[src/rtl/mem_rsp_buffer.sv]
// In-order read response buffer in front of a fixed-latency memory island port.
// Turns the island's non-stallable response into a ready/valid stream.
//
// Ports:
//   clk_i, rst_i          clock, synchronous active-high reset
//   req_valid_i/ready_o   requester request handshake
//   req_addr_i/write_i    request address and direction (1 = write)
//   req_data_i/strb_i     write data and byte enables
//   rsp_valid_o/ready_i   read response handshake
//   rsp_data_o            read data, in request order
//   mem_req_o/mem_rsp_i   island request / response
//   outstanding_o         reads in flight plus reads buffered

package mem_rsp_buffer_pkg;

    typedef struct packed {
        logic [31:0] addr;
        logic        write;
        logic [31:0] data;
        logic [3:0]  strb;
    } mem_req_q_t;

    typedef struct packed {
        logic       q_valid;
        mem_req_q_t q;
    } mem_req_t;

    typedef struct packed {
        logic [31:0] data;
    } mem_rsp_p_t;

    typedef struct packed {
        logic       q_ready;
        mem_rsp_p_t p;
    } mem_rsp_t;

endpackage

module mem_rsp_buffer
    import mem_rsp_buffer_pkg::*;
#(
    parameter type         mem_req_t = mem_rsp_buffer_pkg::mem_req_t,
    parameter type         mem_rsp_t = mem_rsp_buffer_pkg::mem_rsp_t,
    parameter int unsigned AddrWidth = 32,
    parameter int unsigned DataWidth = 32,
    parameter int unsigned Latency   = 1,
    parameter int unsigned Depth     = 4
) (
    input  logic                         clk_i,
    input  logic                         rst_i,
    input  logic                         req_valid_i,
    output logic                         req_ready_o,
    input  logic [AddrWidth-1:0]         req_addr_i,
    input  logic                         req_write_i,
    input  logic [DataWidth-1:0]         req_data_i,
    input  logic [DataWidth/8-1:0]       req_strb_i,
    output logic                         rsp_valid_o,
    input  logic                         rsp_ready_i,
    output logic [DataWidth-1:0]         rsp_data_o,
    output mem_req_t                     mem_req_o,
    input  mem_rsp_t                     mem_rsp_i,
    output logic [$clog2(Depth+1)-1:0]   outstanding_o
);

    localparam int unsigned CntW = $clog2(Depth + 1);
    localparam int unsigned PtrW = (Depth > 1) ? $clog2(Depth) : 1;

    localparam logic [PtrW-1:0] LastPtr = PtrW'(Depth - 1);
    localparam logic [CntW-1:0] DepthC  = CntW'(Depth);
    localparam logic [CntW-1:0] OneC    = CntW'(1);
    localparam logic [PtrW-1:0] OneP    = PtrW'(1);

    // Credit counter and FIFO bookkeeping
    logic [CntW-1:0]      r_cnt;
    logic [CntW-1:0]      r_fill;
    logic [PtrW-1:0]      r_wptr;
    logic [PtrW-1:0]      r_rptr;
    logic [DataWidth-1:0] r_mem [Depth];
    logic [Latency-1:0]   r_pipe;

    logic w_credit_ok;
    logic w_hs;
    logic w_rd_hs;
    logic w_push;
    logic w_pop;
    logic w_empty;
    logic w_full;

    // Writes bypass the credit check: they never produce a response beat.
    assign w_credit_ok = (r_cnt < DepthC) | req_write_i;

    assign req_ready_o = mem_rsp_i.q_ready & w_credit_ok & ~rst_i;
    assign w_hs        = req_valid_i & req_ready_o;
    assign w_rd_hs     = w_hs & ~req_write_i;

    assign w_empty = (r_fill == '0);
    assign w_full  = (r_fill == DepthC);

    // Island data is valid exactly when the tracked read leaves the pipe.
    assign w_push = r_pipe[Latency-1];
    assign w_pop  = rsp_valid_o & rsp_ready_i;

    assign rsp_valid_o   = ~w_empty;
    assign rsp_data_o    = r_mem[r_rptr];
    assign outstanding_o = r_cnt;

    always_comb begin
        mem_req_o         = '0;
        mem_req_o.q_valid = req_valid_i & w_credit_ok & ~rst_i;
        mem_req_o.q.addr  = req_addr_i;
        mem_req_o.q.write = req_write_i;
        mem_req_o.q.data  = req_data_i;
        mem_req_o.q.strb  = req_strb_i;
    end

    // Credit is taken at the read handshake and returned only at pop,
    // so a slot is always reserved for every read the island returns.
    always_ff @(posedge clk_i) begin
        if (rst_i) begin
            r_cnt <= '0;
        end else begin
            unique case ({w_rd_hs, w_pop})
                2'b10:   r_cnt <= r_cnt + OneC;
                2'b01:   r_cnt <= r_cnt - OneC;
                default: r_cnt <= r_cnt;
            endcase
        end
    end

    always_ff @(posedge clk_i) begin
        if (rst_i) begin
            r_pipe <= '0;
        end else begin
            r_pipe[0] <= w_rd_hs;
            for (int i = 1; i < Latency; i++) begin
                r_pipe[i] <= r_pipe[i-1];
            end
        end
    end

    always_ff @(posedge clk_i) begin
        if (rst_i) begin
            r_fill <= '0;
        end else begin
            unique case ({w_push, w_pop})
                2'b10:   r_fill <= r_fill + OneC;
                2'b01:   r_fill <= r_fill - OneC;
                default: r_fill <= r_fill;
            endcase
        end
    end

    // Pointers wrap explicitly so any Depth works, not only powers of two.
    always_ff @(posedge clk_i) begin
        if (rst_i) begin
            r_wptr <= '0;
        end else if (w_push) begin
            r_wptr <= (r_wptr == LastPtr) ? '0 : r_wptr + OneP;
        end
    end

    always_ff @(posedge clk_i) begin
        if (rst_i) begin
            r_rptr <= '0;
        end else if (w_pop) begin
            r_rptr <= (r_rptr == LastPtr) ? '0 : r_rptr + OneP;
        end
    end

    always_ff @(posedge clk_i) begin
        if (rst_i) begin
            for (int i = 0; i < Depth; i++) begin
                r_mem[i] <= '0;
            end
        end else if (w_push) begin
            r_mem[r_wptr] <= mem_rsp_i.p.data;
        end
    end

    always_ff @(posedge clk_i) begin
        if (!rst_i) begin
            assert (!(w_push && w_full));
        end
    end

endmodule

[config.mk]
export PLATFORM = sky130hd
export DESIGN_NAME = mem_rsp_buffer
export DESIGN_NICKNAME = d
export VERILOG_FILES = /design/src/rtl/mem_rsp_buffer.sv
export SDC_FILE = /design/constraint.sdc
export NUM_CORES = 1
export LEC_CHECK = 0
export CORE_MARGIN = 3
export CORE_UTILIZATION = 42
export CTS_CLUSTER_SIZE = 25
export DETAILED_ROUTE_END_ITERATION = 10
export PLACE_DENSITY = 0.86
export REMOVE_ABC_BUFFERS = 1
export SLEW_MARGIN = 20
export SYNTH_ARGS = -nofsm -noshare
export SYNTH_HDL_FRONTEND = slang
export SYNTH_SLANG_ARGS = --single-unit
[constraint.sdc]
create_clock -name clk_i -period 1.8 [get_ports clk_i]
set_clock_uncertainty 0.05 [all_clocks]
set_input_delay 0.36 -clock clk_i [delete_from_list [all_inputs] [get_ports clk_i]]
set_output_delay 0.36 -clock clk_i [all_outputs]
set_load 0.01 [all_outputs]
# [After elaboration in Yosys (flattened, before gate mapping)]
# Memories as Yosys holds them, arrays and structs flattened. A register that Yosys moved wholly into a read port is not among the register bits.
# Index checks and enable logic that the tools add are counted.
[totals] regBits=11 word_cells=48 inputBits=106 out_inout_bits=107 ram_bits=128 mem_count=1
[memory_table] name="r_mem" words=4 word_bits=32 read_ports=1 rd_ports_with_merged_regs=1 write_ports=4 line_no="78" rtl="logic [DataWidth-1:0] r_mem [Depth];"
[classes] n_bitwise=11 mux=14 addsub=6 n_reduce_logical=4 order_cmp=1 eq_ne=6
[ops] op="32-bit 2-to-1 mux" n=1
[ops] op="32-bit OR reduction" n=1
[ops] op="3-bit case mux with 2 select lines" n=2
[ops] op="2-bit 2-to-1 mux" n=5
[ops] op="2-bit == test, second input constant" n=4
[ops] op="1-bit bitwise AND" n=7
[ops] op="3-bit by 1-bit adder with 3-bit output, second input constant" n=2
[ops] op="1-bit 2-to-1 mux" n=6
[ops] op="3-bit by 1-bit subtractor with 3-bit output, second input constant" n=2
[ops] op="2-bit by 1-bit adder with 2-bit output, second input constant" n=2
[ops] op="2-bit by 1-bit == test with 1-bit output, second input constant" n=2
[ops] op="2-bit nonzero test" n=2
[ops] op="3-bit zero test" n=1
[ops] op="3-bit less-than comparator, second input constant" n=1
[ops] op="1-bit NOT" n=3
[ops] op="1-bit bitwise OR" n=1

# [Depth between registers and ports, before layout]
[depth] depth_word=8 mapped_depth=9 depth_no_buf=9

# [Least setup slack after synthesis]
# No wires, ideal clock.
[synth_timing] kind="in2reg" from="input req_write_i" to="register r_cnt[2] (netlist: outstanding_o[2])" required_ns=1.679 setup_ns=0.071 n_path_buf=0 stages=9 setup_slack_ns=-0.073 t_arrival_ns=1.752 cell_sequence="inv_1 > a21oi_1 > nand4_1 > ha_1 > inv_1 > fa_1 > xor2_1 > or3_1 > a21oi_1"
[synth_via] elab_chain_cells=7 word_cells_on_any_way=10 cone_classes="eq/ne: 2; mux: 1; bitwise: 6; reduce/logical: 1"
[synth_lines] item="from (decl)" line_no="54" rtl="input logic req_write_i,"
[synth_lines] item="1-bit bitwise OR" line_no="90" rtl="assign w_credit_ok = (r_cnt < DepthC) | req_write_i;"
[synth_lines] item="1-bit bitwise AND (2 in a row)" line_no="92" rtl="assign req_ready_o = mem_rsp_i.q_ready & w_credit_ok & ~rst_i;"
[synth_lines] item="1-bit bitwise AND" line_no="93" rtl="assign w_hs = req_valid_i & req_ready_o;"
[synth_lines] item="1-bit bitwise AND *" line_no="94" rtl="assign w_rd_hs = w_hs & ~req_write_i;"
[synth_lines] item="2-bit by 1-bit == test with 1-bit output or 2-bit == test (tied branches)" line_no="122" rtl="unique case ({w_rd_hs, w_pop})"
[synth_lines] item="3-bit case mux with 2 select lines or 2-bit nonzero test (tied branches)"
[synth_lines] item="to (signal assigned)" line_no="123" rtl="2'b10: r_cnt <= r_cnt + OneC;"
[synth_lines] item="to (signal assigned)" line_no="124" rtl="2'b01: r_cnt <= r_cnt - OneC;"
[synth_lines] item="to (signal assigned)" line_no="125" rtl="default: r_cnt <= r_cnt;"
[synth_lines] item="to (decl)" line_no="74" rtl="logic [CntW-1:0] r_cnt;"
# Every way passes the cells marked *; elsewhere a longest branch is shown, timed or not.
# A chain may end at the register's enable or synchronous reset.

==> impl_metrics.toml <==
[flow_run]
cap_violations = 0

[logic_synthesis]
synthMuxAreaShare = 0.1104
syn_area_per_cell_um2 = 14.94
synth-seq-cells = 141
yosys_warnings = 0
ys_seq_area_frac = 0.6116
synthAdderAreaFrac = 0.01343
synth_area_um2 = 6710
synth_compound_area_frac = 0.009137
synth_top_family_by_area = "simple AND/OR/NAND/NOR gates"
ys_types = 29
syn_inst = 449
synthSimpleGateAreaFrac = 0.1533
synthXorXnorAreaFrac = 0.005221

[floorplan]
ioPinCount = 213
initial_utilization = 0.4350
core_um2 = 15430
die_h_um = 132.4
dieArea_um2 = 17530
die_w_um = 132.4
num_rows = 45

[critical_path]
critPathLaunchType = "flop"
worstPathArrival_ps = 1740
crit_required_ps = 1390
endpoint_kind = "primary output"
critPathKind = "reg2out"
path_max_fanout = 6

[finish]
design_area_um2 = 8222
nets = 603
layout-drive-gt1-share = 0.3837
fin_util = 0.5329
seqCellArea_um2 = 4119
syn2layout_area_growth_pct = 22.52
multi_input_comb_area_um2 = 2019
nFillCells = 1213

[sta]
fin_crit_sh = 1.196
setup_viol_count_final = 34
max_slew.worst_pin.slew_ps = 360.1
finalHoldViolCount = 0
slew_headroom = 0.7600
maxSlewViolCount = 0
rsz0062_at_grt = "true"
finalCriticalPeriod_ps = 2152
fin_ws_ps = -352.0
fmax_mhz = 464.7

[routing]
vias_per_cell = 5.288
vias = 3781
routedWlPerCell_um = 26.67
first_pass_iters = 6
routed_wl_um = 19070
remaining_drc_errors = 0
ant_nets = 0
drtIter0Drc = 312

[clock_network]
cts_sinks = 141
clockBufferDepth = 2
cts_tree = "built"
cts.clk_slew.worst_paths_ps = 60
ctsHtreeMaxLevel = 4
ctsHoldBuffers = 0
cts_made_buffers = 17
clock_latency_ps = 420
cts_root_buffer = "clkbuf_16"

[global_routing]
globalRoute.totalOverflow = 0
antenna_found_initial = 2
track_usage = 0.2265
grt_max_degree = 33
grt_pass1_wl_um = 28300
grt_pass1_vias = 4071

[placed_design]
portBuffers = 76
gp_congestion = 0.7165
place_area_um2 = 7463
hpwl_um = 12580

[worst_hold_path]
hold_path.class = "in2reg"

[status]
violations = "negative setup slack"
status = "complete, but fails checks"

[power]
leakage_uw = 0.003063
p_per_area_nw_per_um2 = 1023
vdd_drop_max_v = 0.0008965
-- Yosys cell counts --
| master | n | area share |
|---|---|---|
| clkbuf_2 | 9 | 0.0067 |
| buf_1 | 3 | 0.0017 |
| buf_4 | 72 | 0.081 |
| and2_1 | 98 | 0.091 |
| xor2_1 | 4 | 0.0052 |
| mux4_2 | 32 | 0.11 |
| a31o_2 | 1 | 0.0013 |
| o21ai_0 | 2 | 0.0015 |
| nor3b_1 | 1 | 0.0011 |
| fa_1 | 2 | 0.0060 |
| inv_1 | 9 | 0.0050 |
| nor2_1 | 10 | 0.0056 |
| nand4_1 | 1 | 0.00093 |
| buf_2 | 1 | 0.00075 |
| nand2b_4 | 1 | 0.0021 |
| ha_1 | 4 | 0.0075 |
| mux2i_1 | 2 | 0.0030 |
| o31ai_1 | 1 | 0.0011 |
| clkbuf_1 | 4 | 0.0022 |
| dfxtp_1 | 13 | 0.039 |
| and2_2 | 32 | 0.036 |
| nor3_4 | 1 | 0.0024 |
| edfxtp_1 | 128 | 0.57 |
| or3_1 | 4 | 0.0037 |
| or2_2 | 3 | 0.0028 |
| nor3b_4 | 2 | 0.0056 |
| a21oi_1 | 7 | 0.0052 |
| nand2_1 | 1 | 0.00056 |
| and4_1 | 1 | 0.0013 |
-- metal layers --
layer	track usage	part of all wire
met1	0.2901	0.41
met2	0.2964	0.42
met3	0.1660	0.15
met4	0.05947	0.0090
met5	0.09167	0.011
-- kinds of logic after synthesis --
group,after synthesis
multiplexers,34
buffers and inverters,98
flip-flops,141
AO/OA/AOI/OAI,11
XOR/XNOR,4
adder cells (fa/ha/maj),6
AND/OR/NAND/NOR,155
-- metrics by stage --
step	std cells	TNS [ps]	hold slack, ps	power, uW	setup slack, ps
after floorplan	360	-43930	379.1	4319	-743.1
after global placement	674	-64980	417.8	4908	-497.7
after detailed placement	674	-69680	454.9	4956	-667.1
after CTS	713	-10420	366.2	8425	-387.7
after global routing	715	-11720	400.2	8733	-407.4
final	715	-9857	390.8	8412	-352.0
-- critical path, cell delays in order (launching register included) --
cell	delay, ps
dfxtp_4	400
buf_12	120
buf_12	120
mux4_2	540
buf_6	150
-- placed cells by master, fill, tap and decap left out, types with 2 or more instances in the layout --
| master | instances |
|---|---|
| inv_1 | 5 |
| dfxtp_2 | 3 |
| bufinv_16 | 2 |
| buf_6 | 29 |
| dfxtp_1 | 7 |
| inv_2 | 4 |
| dfxtp_4 | 3 |
| clkdlybuf4s50_1 | 37 |
| nor2_1 | 8 |
| fa_2 | 2 |
| clkinv_4 | 2 |
| nor2_2 | 2 |
| buf_12 | 15 |
| edfxtp_1 | 128 |
| buf_2 | 9 |
| and2_1 | 98 |
| a21oi_1 | 5 |
| and2_2 | 32 |
| clkinvlp_4 | 2 |
| mux4_2 | 32 |
| clkbuf_16 | 17 |
| or3_1 | 4 |
| ha_1 | 2 |
| mux2i_1 | 2 |
| nor3b_4 | 2 |
| buf_4 | 18 |
| xor2_1 | 3 |
| ha_4 | 2 |
| clkinv_2 | 4 |
| dlygate4sd2_1 | 4 |
| or2_2 | 3 |
| o21ai_0 | 2 |
| inv_6 | 2 |
| a21oi_2 | 2 |
-- registers in the layout, indices dropped and copies added (netlist names), named ones only --
name	flops
outstanding_o	3
r_pipe	1
r_fill	3
r_wptr	2
r_rptr	2
r_mem	128
-- power breakdown --
group          internal [uW]  total [uW]  switching (uW)
Clock                   2030        3360            1330
Combinational            736        1270             533
Sequential              3710        3780            71.4
Total                   6480        8410            1930
-- what timing repair did --
action | in CTS | in global routing
gates cloned | 1 | 0
endpoints found under the setup margin | 41 | 37
gates resized for setup | 187 | 15
endpoints found under the hold margin | 0 | 0
setup buffers | 7 | 2
pin swaps | 6 | 8
-- layout make-up --
class | count | share of cell area
well taps | 211 | 0.03211
flip-flops and latches | 141 | 0.5010
clock inverters | 14 | 0.01765
inverters | 9 | 0.004109
diodes | 1 | 0.0003044
multi-input cells | 210 | 0.2456
clock buffers | 17 | 0.05174
repair buffers | 112 | 0.1475
-- final timing paths --
check                              start  cells past startpoint  slack [ps]                endpoint
setup / recovery                    flop                      4        -350           rsp_data_o[4]
hold / removal               req_write_i                      3         390       r_pipe$_SDFF_PP0_
setup reg to reg  r_fill[0]$_SDFFE_PP0P_                      8         -40  r_fill[2]$_SDFFE_PP0P_
hold reg to reg   r_fill[2]$_SDFFE_PP0P_                      2         480  r_fill[2]$_SDFFE_PP0P_
No activity file was read; power rests on OpenSTA's default activity.
